`config.mk`:
```
export PLATFORM = sky130hd
export DESIGN_NAME = i2c_req_arbiter_flat
export DESIGN_NICKNAME = d
export VERILOG_FILES = /design/src/rtl/i2c_req_arbiter_if.sv /design/src/rtl/i2c_req_arbiter.sv /design/src/flat_wrapper.sv
export SDC_FILE = /design/constraint.sdc
export NUM_CORES = 1
export LEC_CHECK = 0
export CAP_MARGIN = 20
export CORE_MARGIN = 3
export CORE_UTILIZATION = 45
export DETAILED_ROUTE_END_ITERATION = 6
export PLACE_DENSITY = 0.95
export SLEW_MARGIN = 20
export SYNTH_ARGS = -nofsm -noshare
export SYNTH_HDL_FRONTEND = slang
export SYNTH_SLANG_ARGS = --single-unit
```
`constraint.sdc`:
```
create_clock -name i_cclk -period 2.95 [get_ports i_cclk]
set_clock_uncertainty 0.1 [all_clocks]
set_input_delay 0.59 -clock i_cclk [delete_from_list [all_inputs] [get_ports i_cclk]]
set_output_delay 0.59 -clock i_cclk [all_outputs]
set_load 0.02 [all_outputs]
```
`src/rtl/i2c_req_arbiter_if.sv`:
```
// i2c_req_arbiter_if: requester-side and I2C-master-side signals of the request arbiter
interface i2c_req_arbiter_if #(
    parameter int NREQ = 4
);
    logic [NREQ-1:0]   i_req;
    logic [NREQ-1:0]   i_rd;
    logic [7*NREQ-1:0] i_addr;
    logic [8*NREQ-1:0] i_wdata;
    logic [NREQ-1:0]   o_gnt;
    logic [NREQ-1:0]   o_done;
    logic [NREQ-1:0]   o_err;
    logic [7:0]        o_rdata;
    logic              o_start;
    logic              o_stop;
    logic              o_read;
    logic [6:0]        o_address;
    logic [7:0]        o_txdata;
    logic              i_busy;
    logic [7:0]        i_rxdata;

    modport slave (
        input  i_req, i_rd, i_addr, i_wdata, i_busy, i_rxdata,
        output o_gnt, o_done, o_err, o_rdata, o_start, o_stop, o_read, o_address, o_txdata
    );

    modport master (
        output i_req, i_rd, i_addr, i_wdata, i_busy, i_rxdata,
        input  o_gnt, o_done, o_err, o_rdata, o_start, o_stop, o_read, o_address, o_txdata
    );
endinterface

```
`src/rtl/i2c_req_arbiter.sv`:
```
// i2c_req_arbiter: round-robin arbiter sequencing one shared I2C master transaction at a time
module i2c_req_arbiter #(
    parameter int NREQ = 4,
    parameter int TMO  = 64
) (
    input logic              i_cclk,
    input logic              i_rst,
    i2c_req_arbiter_if.slave io_bus
);
    localparam int IW = $clog2(NREQ);
    localparam int CW = $clog2(TMO);

    typedef enum logic [2:0] {IDLE, GRANT, LAUNCH, W_ADDR, W_DATA, DONE, ERR} state_t;

    state_t          r_state, w_nxt;
    logic [IW-1:0]   r_ptr, r_owner, w_win, w_off;
    logic [IW:0]     w_sum;
    logic [NREQ-1:0] w_rot, r_gnt, w_done, w_err;
    logic [CW-1:0]   r_cnt;
    logic            r_busy, r_rose, r_start, r_read;
    logic [6:0]      r_address;
    logic [7:0]      r_txdata, r_rdata;
    logic            w_rise, w_fall, w_tmo, w_wait;

    assign w_rise = io_bus.i_busy & ~r_busy;
    assign w_fall = ~io_bus.i_busy & r_busy;
    assign w_tmo  = r_cnt == CW'(TMO - 1);
    assign w_wait = (r_state == W_ADDR) || (r_state == W_DATA);
    assign w_rot  = NREQ'({io_bus.i_req, io_bus.i_req} >> r_ptr);

    // Round-robin pick: lowest set bit of the request vector rotated to start at the pointer
    always_comb begin
        w_off = '0;
        for (int i = NREQ - 1; i >= 0; i--) w_off = w_rot[i] ? IW'(i) : w_off;
        w_sum = (IW+1)'(r_ptr) + (IW+1)'(w_off);
        w_win = (w_sum >= (IW+1)'(NREQ)) ? IW'(w_sum - (IW+1)'(NREQ)) : IW'(w_sum);
    end

    // State register
    always_ff @(posedge i_cclk or posedge i_rst)
        if (i_rst) r_state <= IDLE;
        else       r_state <= w_nxt;

    // Next state and owner pulses; a busy fall in a wait state beats the timeout terminal count
    always_comb begin
        w_nxt  = r_state;
        w_done = (r_state == DONE) ? r_gnt : '0;
        w_err  = (r_state == ERR) ? r_gnt : '0;
        case (r_state)
            IDLE:    w_nxt = |io_bus.i_req ? GRANT : IDLE;
            GRANT:   w_nxt = LAUNCH;
            LAUNCH:  w_nxt = W_ADDR;
            W_ADDR:  w_nxt = (r_rose && w_fall) ? W_DATA : (w_tmo ? ERR : W_ADDR);
            W_DATA:  w_nxt = (r_rose && w_fall) ? DONE : (w_tmo ? ERR : W_DATA);
            default: w_nxt = IDLE;
        endcase
    end

    // Grant, launch strobe, latched request fields, read data, busy edge and timeout tracking
    always_ff @(posedge i_cclk or posedge i_rst)
        if (i_rst) begin
            r_busy    <= 1'b0;
            r_start   <= 1'b1;
            r_cnt     <= '0;
            r_rose    <= 1'b0;
            r_owner   <= '0;
            r_ptr     <= '0;
            r_gnt     <= '0;
            r_read    <= 1'b0;
            r_address <= '0;
            r_txdata  <= '0;
            r_rdata   <= '0;
        end else begin
            r_busy  <= io_bus.i_busy;
            r_start <= r_state != LAUNCH;
            r_cnt   <= (w_nxt != r_state) ? '0 : (w_wait ? r_cnt + 1'b1 : r_cnt);
            r_rose  <= (w_nxt != r_state) ? 1'b0 : (r_rose | (w_wait & w_rise));
            if (r_state == IDLE && w_nxt == GRANT) r_owner <= w_win;
            if (r_state == GRANT) begin
                r_gnt     <= NREQ'(1) << r_owner;
                r_read    <= io_bus.i_rd[r_owner];
                r_address <= 7'(io_bus.i_addr >> (7 * r_owner));
                r_txdata  <= 8'(io_bus.i_wdata >> (8 * r_owner));
            end
            if (r_state == W_DATA && w_nxt == DONE && r_read) r_rdata <= io_bus.i_rxdata;
            if (r_state == DONE || r_state == ERR) begin
                r_gnt <= '0;
                r_ptr <= (r_owner == IW'(NREQ - 1)) ? '0 : r_owner + 1'b1;
            end
        end

    assign io_bus.o_gnt     = r_gnt;
    assign io_bus.o_done    = w_done;
    assign io_bus.o_err     = w_err;
    assign io_bus.o_rdata   = r_rdata;
    assign io_bus.o_start   = r_start;
    assign io_bus.o_stop    = r_start;
    assign io_bus.o_read    = r_read;
    assign io_bus.o_address = r_address;
    assign io_bus.o_txdata  = r_txdata;
endmodule
```
`src/flat_wrapper.sv`:
```
// flat-port wrapper written by rule: the top's interface ports become plain ports
module i2c_req_arbiter_flat 
#(
    parameter int NREQ = 4,
    parameter int TMO  = 64
)
  (i_cclk, i_rst, io_bus_i_req, io_bus_i_rd, io_bus_i_addr, io_bus_i_wdata, io_bus_i_busy, io_bus_i_rxdata, io_bus_o_gnt, io_bus_o_done, io_bus_o_err, io_bus_o_rdata, io_bus_o_start, io_bus_o_stop, io_bus_o_read, io_bus_o_address, io_bus_o_txdata);
  i2c_req_arbiter_if #(.NREQ(NREQ)) io_bus_i ();
  input logic i_cclk;
  input logic i_rst;
  input wire logic [$bits(io_bus_i.i_req)-1:0] io_bus_i_req;
  input wire logic [$bits(io_bus_i.i_rd)-1:0] io_bus_i_rd;
  input wire logic [$bits(io_bus_i.i_addr)-1:0] io_bus_i_addr;
  input wire logic [$bits(io_bus_i.i_wdata)-1:0] io_bus_i_wdata;
  input wire logic [$bits(io_bus_i.i_busy)-1:0] io_bus_i_busy;
  input wire logic [$bits(io_bus_i.i_rxdata)-1:0] io_bus_i_rxdata;
  output wire logic [$bits(io_bus_i.o_gnt)-1:0] io_bus_o_gnt;
  output wire logic [$bits(io_bus_i.o_done)-1:0] io_bus_o_done;
  output wire logic [$bits(io_bus_i.o_err)-1:0] io_bus_o_err;
  output wire logic [$bits(io_bus_i.o_rdata)-1:0] io_bus_o_rdata;
  output wire logic [$bits(io_bus_i.o_start)-1:0] io_bus_o_start;
  output wire logic [$bits(io_bus_i.o_stop)-1:0] io_bus_o_stop;
  output wire logic [$bits(io_bus_i.o_read)-1:0] io_bus_o_read;
  output wire logic [$bits(io_bus_i.o_address)-1:0] io_bus_o_address;
  output wire logic [$bits(io_bus_i.o_txdata)-1:0] io_bus_o_txdata;
  assign io_bus_i.i_req = io_bus_i_req;
  assign io_bus_i.i_rd = io_bus_i_rd;
  assign io_bus_i.i_addr = io_bus_i_addr;
  assign io_bus_i.i_wdata = io_bus_i_wdata;
  assign io_bus_i.i_busy = io_bus_i_busy;
  assign io_bus_i.i_rxdata = io_bus_i_rxdata;
  assign io_bus_o_gnt = io_bus_i.o_gnt;
  assign io_bus_o_done = io_bus_i.o_done;
  assign io_bus_o_err = io_bus_i.o_err;
  assign io_bus_o_rdata = io_bus_i.o_rdata;
  assign io_bus_o_start = io_bus_i.o_start;
  assign io_bus_o_stop = io_bus_i.o_stop;
  assign io_bus_o_read = io_bus_i.o_read;
  assign io_bus_o_address = io_bus_i.o_address;
  assign io_bus_o_txdata = io_bus_i.o_txdata;
  i2c_req_arbiter #(.NREQ(NREQ), .TMO(TMO)) u_core (.i_cclk(i_cclk), .i_rst(i_rst), .io_bus(io_bus_i));
endmodule
```
After elaboration in Yosys (flattened, before gate mapping)
Index checks and enable logic that the tools add are counted.
{ "word_totals": {"output_inout_bits": 38, "in_bits": 79, "ff_bits": 44, "elab_cells": 72} }
{ "classes": {"n_reduce_logical": 10, "bitwise": 6, "mux": 21, "n_lt_le_gt_ge": 2, "add_sub_neg": 4, "multipliers": 1, "shifts": 4, "eq_ne": 12} }
{ "ops": {"columns": ["operator", "n"], "rows": [
  ["32-bit by 5-bit right shift with 8-bit output", 1],
  ["28-bit by 5-bit right shift with 7-bit output", 1],
  ["4-bit two-way mux", 4],
  ["3-bit case mux with 5 select lines", 1],
  ["2-bit two-way mux", 7],
  ["3-bit equality test (second input constant)", 4],
  ["6-bit two-way mux", 2],
  ["3-bit two-way mux", 3],
  ["8-bit by 2-bit right shift with 4-bit output", 1],
  ["6-bit by 1-bit adder with 6-bit output (second input constant)", 1],
  ["3-bit by 1-bit equality test with 1-bit output (second input constant)", 2],
  ["3-bit by 2-bit equality test with 1-bit output (second input constant)", 2],
  ["6-bit equality test (second input constant)", 1],
  ["3-bit by 2-bit multiplier with 5-bit output (first input constant)", 1],
  ["1-bit logical AND", 4],
  ["2-bit nonzero test", 2],
  ["4-bit OR reduction", 1],
  ["1-bit by 2-bit << shifter with 4-bit output (first input constant)", 1],
  ["2-bit by 2-bit adder with 3-bit output", 1],
  ["1-bit AND", 3],
  ["3-bit greater-or-equal comparator (second input constant)", 1],
  ["3-bit zero test", 1],
  ["2-bit by 3-bit < comparator with 1-bit output (second input constant)", 1],
  ["1-bit two-way mux", 3],
  ["other kinds (9)", 11]
]} }

Logic depth before layout (Yosys ltp)
Gate-level depths: netlist of run 1.
{ "depth": {"word_depth": 8, "mapped_depth": 8} }

Worst setup path after synthesis of run 1
No wires, ideal clock.
{ "synth_path": {"path_type": "input to register", "startpoint": "input port io_bus_i_busy", "endpoint": "register u_core.r_rdata[0], in the netlist u_core.io_bus.o_rdata[0]", "setup_time_ns": 0.125, "path_stages": 6, "arrival_time_ns": 1.840, "path_slack_ns": 0.885, "path_buffers": 1, "cell_sequence": "and3b_1 a21oi_2 a32o_2 o2111a_1 buf_6 mux2_4"} }
{ "synth_via": {"elab_chain_cells": 8} }
{ "synth_rtl": {"columns": ["element", "line", "text"], "rows": [
  ["start: declaration", "flat_wrapper.sv:15", "input wire logic [$bits(io_bus_i.i_busy)-1:0] io_bus_i_busy;"],
  ["1-bit inverter *", "i2c_req_arbiter.sv:26", "assign w_fall = ~io_bus.i_busy & r_busy;"],
  ["1-bit AND *", "i2c_req_arbiter.sv:26", null],
  ["1-bit logical AND *", "i2c_req_arbiter.sv:53, i2c_req_arbiter.sv:54", null],
  ["3-bit two-way mux, on equally long branches", "i2c_req_arbiter.sv:54, i2c_req_arbiter.sv:53", null],
  ["3-bit case mux with 5 select lines *", "i2c_req_arbiter.sv:49", "case (r_state)"],
  ["3-bit equality test *", "i2c_req_arbiter.sv:85", "if (r_state == W_DATA && w_nxt == DONE && r_read) r_rdata <= io_bus.i_rxdata;"],
  ["1-bit logical AND * (2 in series)", "i2c_req_arbiter.sv:85", null],
  ["end signal: assignment", "i2c_req_arbiter.sv:85", null],
  ["end: declaration", "i2c_req_arbiter.sv:22", "logic [7:0] r_txdata, r_rdata;"]
]} }
Every way passes the cells marked *; elsewhere a longest branch is shown, timed or not.
A chain may end at the register's enable or synchronous reset.

Worst setup path after layout of run 1
{ "layout_path": {"startpoint": "register u_core.r_state[1]", "endpoint": "output port io_bus_o_err[0]"} }
{ "layout_via": {"elab_chain_cells": 2} }
{ "layout_rtl": {"columns": ["element", "line", "text"], "rows": [
  ["start: declaration", "i2c_req_arbiter.sv:15", "state_t r_state, w_nxt;"],
  ["start signal: assignment", "i2c_req_arbiter.sv:42", "else r_state <= w_nxt;"],
  ["3-bit equality test", "i2c_req_arbiter.sv:48", "w_err = (r_state == ERR) ? r_gnt : '0;"],
  ["4-bit two-way mux", "i2c_req_arbiter.sv:48", null],
  ["end: declaration", "flat_wrapper.sv:19", "output wire logic [$bits(io_bus_i.o_err)-1:0] io_bus_o_err;"]
]} }
Every way passes these cells.

==> metrics, run 1 <==
share of power burned in combinational logic 0.496; most frequent cells in the layout clkdlybuf4s50_1 (116), dfrtp_1 (42), mux2_2 (17); Post-CTS Setup Inserts 0; Core Rows 26; Setup Viol. Count Final 0; CP Max Fanout 9; Worst-Margin Slew 0.8689 ns; area delta synth->final 52.30%; Synth Net Count 298; worst hold path startpoint u_core.r_rose; Hold Path Stages 2; global-route wire length before repair 11,060 µm; switching pwr 0.001105 W; Req. time, crit path 2.26 ns; CP startpoint u_core.r_state[1]; number of synthesized flops with an enable pin 0; commonest non-fill, non-tap cell in the layout clkdlybuf4s50_1; total grt overflow 0; DR vias/cell 5.352; Static Leak 1.595 nW; IO Pins 117; Post-Syn Instances 213; Flop pwr share 0.370; async set-reset flop share out of synthesis 1.000; final wirelength 6724 µm; CP Launch Type register; Seq/Total Area, Yosys 0.4359; global-route usage over all layers 0.2218; full die area 0.006555 mm²; PortBufs 116; Iter 0 DRT Violations 100; TritonCTS Buffers 5; Synth Flop Type dfrtp_1; layout cells sized above 1 0.1829; CTS Hold Bufs 0; Die Wd 80.96 µm; hold_ws 0.4086 ns; Pint 0.001874 W; post-DP HPWL 5418 µm; largest net degree at the start of global routing 21; Clk network pwr share 0.135; Hold Fails Final Rpt 0; Final #Nets 413; status finished clean; clk slew on worst S/H paths 0.08 ns; antenna cell count 0; mapped cell area 0.002529 mm²; 1st-pass router iterations 4; Initial Utilization 0.4798; setup slack, reg-to-reg 0.60 ns; Worst R2R Start u_core.r_cnt[0]; Root Buffer clkbuf_8; Placer Congestion 0.8294; Filler cells 382; Worst R2R End u_core.io_bus.o_rdata[7]; CTS sink count 44; endpoint class of the critical path output pin; Bufs on Longest Clock Path 2; fin. max-slew vios 0; Post-DRT Antenna Nets 0; vias in the first global route 2,296; Seq. cell area 0.001104 mm²; Tmin final 2.789 ns; Wirelength per Cell 16.89 µm; Sw Share 0.3709; worst skew pair latency 0.29 ns; Max-slew headroom 0.4208; type of the worst setup path register to output pin; Core Region 0.005270 mm²; # DRC 0; footprint of the multi-input gates 0.001320 mm²; Final Cycle Share 0.9455; RSZ-0062 raised after global routing false; Critical Path AT 2.10 ns; Post-CTS Resized 0; Register-to-Register Path Depth 6; Synth cell types 40; Hold Crit Endpoint u_core.r_rose; Avg Cell Area, Syn 11.87 µm²; PD cells 773.5 mW/mm²; maximum vdd drop 472.8 µV; CTS tree yes; post-route setup TNS 0 ns; routed vias 2,130; die height 80.96 µm; htree depth 2; min-delay worst type register to register; register bit total from synthesis 44; Fmax achieved 358.5 MHz; initial antenna violation count 0; max cap viols 0; Synthesis Warnings 0
final cells by class:
class / count / share of cell area
clock buffers: 7 / 0.02502
flip-flops and latches: 44 / 0.2866
well taps: 70 / 0.02274
repair buffers: 122 / 0.3132
multi-input cells: 145 / 0.3428
inverters: 10 / 0.009747
state kept, by name (all words and copies together) (netlist names):
signal and cells:
u_core.r_busy 1, u_core.io_bus.o_read 1, u_core.r_ptr 2, u_core.io_bus.o_txdata 8, u_core.io_bus.o_address 7, u_core.io_bus.o_gnt 4, u_core.r_cnt 6, u_core.r_state 3
u_core.r_owner 2, u_core.io_bus.o_start 1, u_core.io_bus.o_rdata 8, u_core.r_rose 1
critical path: stages (launching register included):
cell,delay [ns]
dfrtp_1,0.51
inv_1,0.13
nor2_1,0.33
and3_1,0.22
clkdlybuf4s50_1,0.61
metal layers:
layer	track usage	wire [µm]
met2	0.3998	3663
met3	0.07317	513
met1	0.2428	2438
met4	0.07770	110
met5	0	0
metrics by stage:
| stage | cell area, µm² | util | total power, W | std cells | setup WS (ns) |
|---|---|---|---|---|---|
| floorplan | 2529 | - | 0.001975 | 213 | 0.8853 |
| global placement | 3754 | 0.7123 | 0.002527 | 391 | 0.1354 |
| detailed placement | 3754 | 0.7123 | 0.002600 | 391 | 0.06775 |
| CTS | 3850 | 0.7305 | 0.003006 | 398 | 0.1614 |
| global route | 3851 | 0.7308 | 0.003192 | 398 | 0.02276 |
| finish | 3851 | 0.7308 | 0.002979 | 398 | 0.1609 |
worst max-delay path by stage:
stage	end
finish	io_bus_o_err[0]
detailed placement	u_core.io_bus.o_rdata[5]
CTS	io_bus_o_err[0]
global route	io_bus_o_done[2]
global placement	u_core.io_bus.o_rdata[7]
floorplan	u_core.io_bus.o_rdata[0]
power groups by stage:
stage,Combinational (W),Sequential (W),Clock (W)
global route,0.00160,0.00115,0.000440
global placement,0.00144,0.00109,0
finish,0.00148,0.00110,0.000401
detailed placement,0.00149,0.00111,0
floorplan,0.000845,0.00113,0
CTS,0.00149,0.00110,0.000409
cells by family (layout without fill, tap and decap cells):
| logic type | Yosys count | after routing | synth area share |
|---|---|---|---|
| AND/OR/NAND/NOR | 58 | 58 | 0.1202 |
| buffers and inverters | 24 | 139 | 0.04206 |
| adder cells (fa/ha/maj) | 6 | 6 | 0.02969 |
| flip-flops | 44 | 44 | 0.4359 |
| XOR/XNOR | 5 | 5 | 0.01732 |
| AO/OA/AOI/OAI | 34 | 34 | 0.08461 |
| multiplexers | 42 | 42 | 0.2702 |
synthesized netlist by cell type (2+ instances only):
cell type / number / area [µm²]
a21oi_1: 11 / 55.05
and2_1: 4 / 25.02
mux2_4: 8 / 120.1
nand3b_1: 2 / 15.01
xor2_1: 5 / 43.79
nand4_1: 2 / 12.51
nor2b_1: 5 / 31.28
nor3_1: 5 / 25.02
mux2_2: 17 / 191.4
nor2_1: 13 / 48.80
ha_1: 6 / 75.07
o31ai_1: 2 / 15.01
mux4_2: 16 / 360.4
and3_1: 6 / 37.54
clkbuf_1: 8 / 30.03
buf_2: 4 / 20.02
o21ai_0: 9 / 45.04
dfrtp_1: 43 / 1076
o22ai_1: 2 / 12.51
nand2_1: 15 / 56.30
a2bb2oi_1: 2 / 17.52
inv_1: 10 / 37.54
Note: power is estimated with default switching activity, not from simulation.
==> inputs of run 2 (changes only) <==
--- a/config.mk
+++ b/config.mk
@@ -8,8 +8,10 @@
 export CAP_MARGIN = 20
 export CORE_MARGIN = 3
 export CORE_UTILIZATION = 45
+export CTS_BUF_LIST = sky130_fd_sc_hd__clkbuf_8
 export DETAILED_ROUTE_END_ITERATION = 6
-export PLACE_DENSITY = 0.95
+export DONT_BUFFER_PORTS = 1
+export PLACE_DENSITY = 0.7
 export SLEW_MARGIN = 20
 export SYNTH_ARGS = -nofsm -noshare
 export SYNTH_HDL_FRONTEND = slang
==> run 2 against run 1 <==
  * Maximum frequency grew 9.2%
  * Register-to-register slack gained 0.03 ns
  * Combinational power shrank 45%
  * Flip-flop and latch count is the same
  * First-iteration DRC count grew 44%
  * Clock power grew 34%
  * Critical endpoint is now io_bus_o_done[0]
  * Largest cell class unchanged
  * Highest routed layer unchanged
==> metrics, run 2 (synthesized netlist as in run 1, its figures left out) <==
layout cells sized above 1 0.2727 (+0.08980); full die area 0.006555 mm² (unchanged); CTS tree yes; initial antenna violation count 0 (unchanged); Final #Nets 294 (-29%); Core Rows 26 (unchanged); fin. max-slew vios 0 (unchanged); Iter 0 DRT Violations 144 (+44%); total grt overflow 0 (unchanged); DR vias/cell 5.914 (+11%); area delta synth->final 6.779%; min-delay worst type input pin to register; Setup Viol. Count Final 0 (unchanged); DR WL met3 592 µm (+15%); Critical Path AT 1.86 ns (-0.24 ns); uppermost routed layer met4; CP startpoint u_core.r_state[0]; antenna cell count 0 (unchanged); Wirelength per Cell 19.75 µm (+17%); max cap viols 0 (unchanged); CP peak stage delay 0.60 ns (about the same); # DRC 0 (unchanged); Register-to-Register Path Depth 6 (unchanged); Post-CTS Resized 0 (unchanged); CP Max Fanout 15 (+6); global-route wire length before repair 8790 µm (-21%); switching pwr 0.001018 W (-7.9%); global-route usage over all layers 0.1813 (-0.04052); Sw Share 0.3819 (+0.01099); Core Region 0.005270 mm² (unchanged); Worst-Margin Slew 0.9196 ns (+0.05073 ns); CP Capture Point io_bus_o_done[0]; worst path cell trace nor2b_1, and3_1; clk slew on worst S/H paths 0.08 ns (about the same); die height 80.96 µm (unchanged); CP Launch Type register; setup slack, reg-to-reg 0.63 ns (+0.03 ns); PortBufs 0 (-100%); most frequent cells in the layout dfrtp_1 (42), mux2_2 (17), mux4_2 (16); Worst R2R Start u_core.r_cnt[0]; Flop pwr share 0.492 (+0.122); Hold Fails Final Rpt 0 (unchanged); routed vias 1,650 (-23%); PD cells 987.2 mW/mm² (+28%); WL met2 2870 µm (-22%); Static Leak 1.149 nW (-28%); vias in the first global route 1,764 (-23%); final wirelength 5511 µm (-18%); type of the worst setup path register to output pin; Tmin final 2.554 ns (-0.2348 ns); Placer Congestion 0.7818 (-5.7%); Initial Utilization 0.4798 (unchanged); Cell Count, Final, Fillers Out 279 (-30%); CTS Hold Bufs 0 (unchanged); share of power burned in combinational logic 0.306 (-0.190); status finished clean; Post-DRT Antenna Nets 0 (unchanged); RSZ-0062 raised after global routing false; Final Util 0.5123 (-0.2184); Max-slew headroom 0.3860 (-0.03471); IO Pins 117 (unchanged); largest net degree at the start of global routing 45 (+110%); final worst setup slack 0.3957 ns (+0.2348 ns); Die Wd 80.96 µm (unchanged); # placed instances 272 (-30%); Req. time, crit path 2.26 ns (about the same); endpoint class of the critical path output pin; pre-CTS WS 0.6179 ns (+0.5502 ns); Bufs on Longest Clock Path 2 (unchanged); CP max-delay cell nor2b_1; Fmax achieved 391.5 MHz (+9.2%); post-route met1 wirelength 2023 µm (-17%); Clk network pwr share 0.202 (+0.067); post-DP HPWL 4171 µm (-23%); Root Buffer clkbuf_8; Pint 0.001648 W (-12%); CTS sink count 44 (unchanged); TritonCTS Buffers 5 (unchanged); Final Cycle Share 0.8659 (-0.07958); worst skew pair latency 0.29 ns (about the same); htree depth 2 (unchanged); 1st-pass router iterations 4 (unchanged); Worst R2R End u_core.io_bus.o_rdata[4]; Post-CTS Setup Inserts 0 (unchanged); maximum vdd drop 470.5 µV (-0.48%); commonest non-fill, non-tap cell in the layout dfrtp_1; post-route setup TNS 0 ns (unchanged)
## run 2: changes by cell type in the layout (fill, tap and decap cells not counted), sizes merged
cell and change:
clkbuf -2, bufinv +2, buf -3, clkdlybuf4s50 -116
## run 2: layer usage
layer	vias to the layer above	GRT usage
met4	0	0.04392
met3	2	0.08426
met1	796	0.2099
met5	-	0
li1	766	-
met2	86	0.3054
## run 2: cell type report
type	instances	area [µm²]
Tap cell	70	87.58
Sequential cell	44	1104
Clock inverter	2	60.06
Multi-Input combinational cell	145	1320
Timing Repair Buffer	3	22.52
Fill cell	460	2570
Inverter	10	37.54
Clock buffer	5	68.82
## run 2: how the worst min path moves through the flow
stage | start | depth (start not counted) | slack (ns) | end
after floorplan | u_core.r_rose | 2 | 0.36 | u_core.r_rose
after CTS | io_bus_i_busy | 0 | 0.22 | u_core.r_busy
after global routing | io_bus_i_busy | 0 | 0.20 | u_core.r_busy
after detailed placement | u_core.r_rose | 2 | 0.40 | u_core.r_rose
after global placement | u_core.r_rose | 2 | 0.38 | u_core.r_rose
final | io_bus_i_busy | 0 | 0.22 | u_core.r_busy
## run 2: stage by stage
stage	total power, W	cell area, µm²	hold WS (ns)
after floorplan	0.001975	2529	0.3556
after global placement	0.002123	2570	0.3815
after detailed placement	0.002155	2570	0.3954
after CTS	0.002693	2699	0.2163
after global routing	0.002857	2700	0.2014
final	0.002665	2700	0.2224
## run 2: power groups by stage
stage	Combinational [W]	Sequential (W)	Clock, W
after CTS	0.000828	0.00132	0.000547
final	0.000817	0.00131	0.000538
after floorplan	0.000845	0.00113	0
after detailed placement	0.000828	0.00133	0
after global routing	0.000915	0.00137	0.000573
after global placement	0.000801	0.00132	0
## run 2: worst max-delay path, delay by kind of cell, from the launching register on
| kind | cells | cell delay [ns] |
|---|---|---|
| flops | 1 | 0.59 |
| simple gates | 2 | 0.97 |
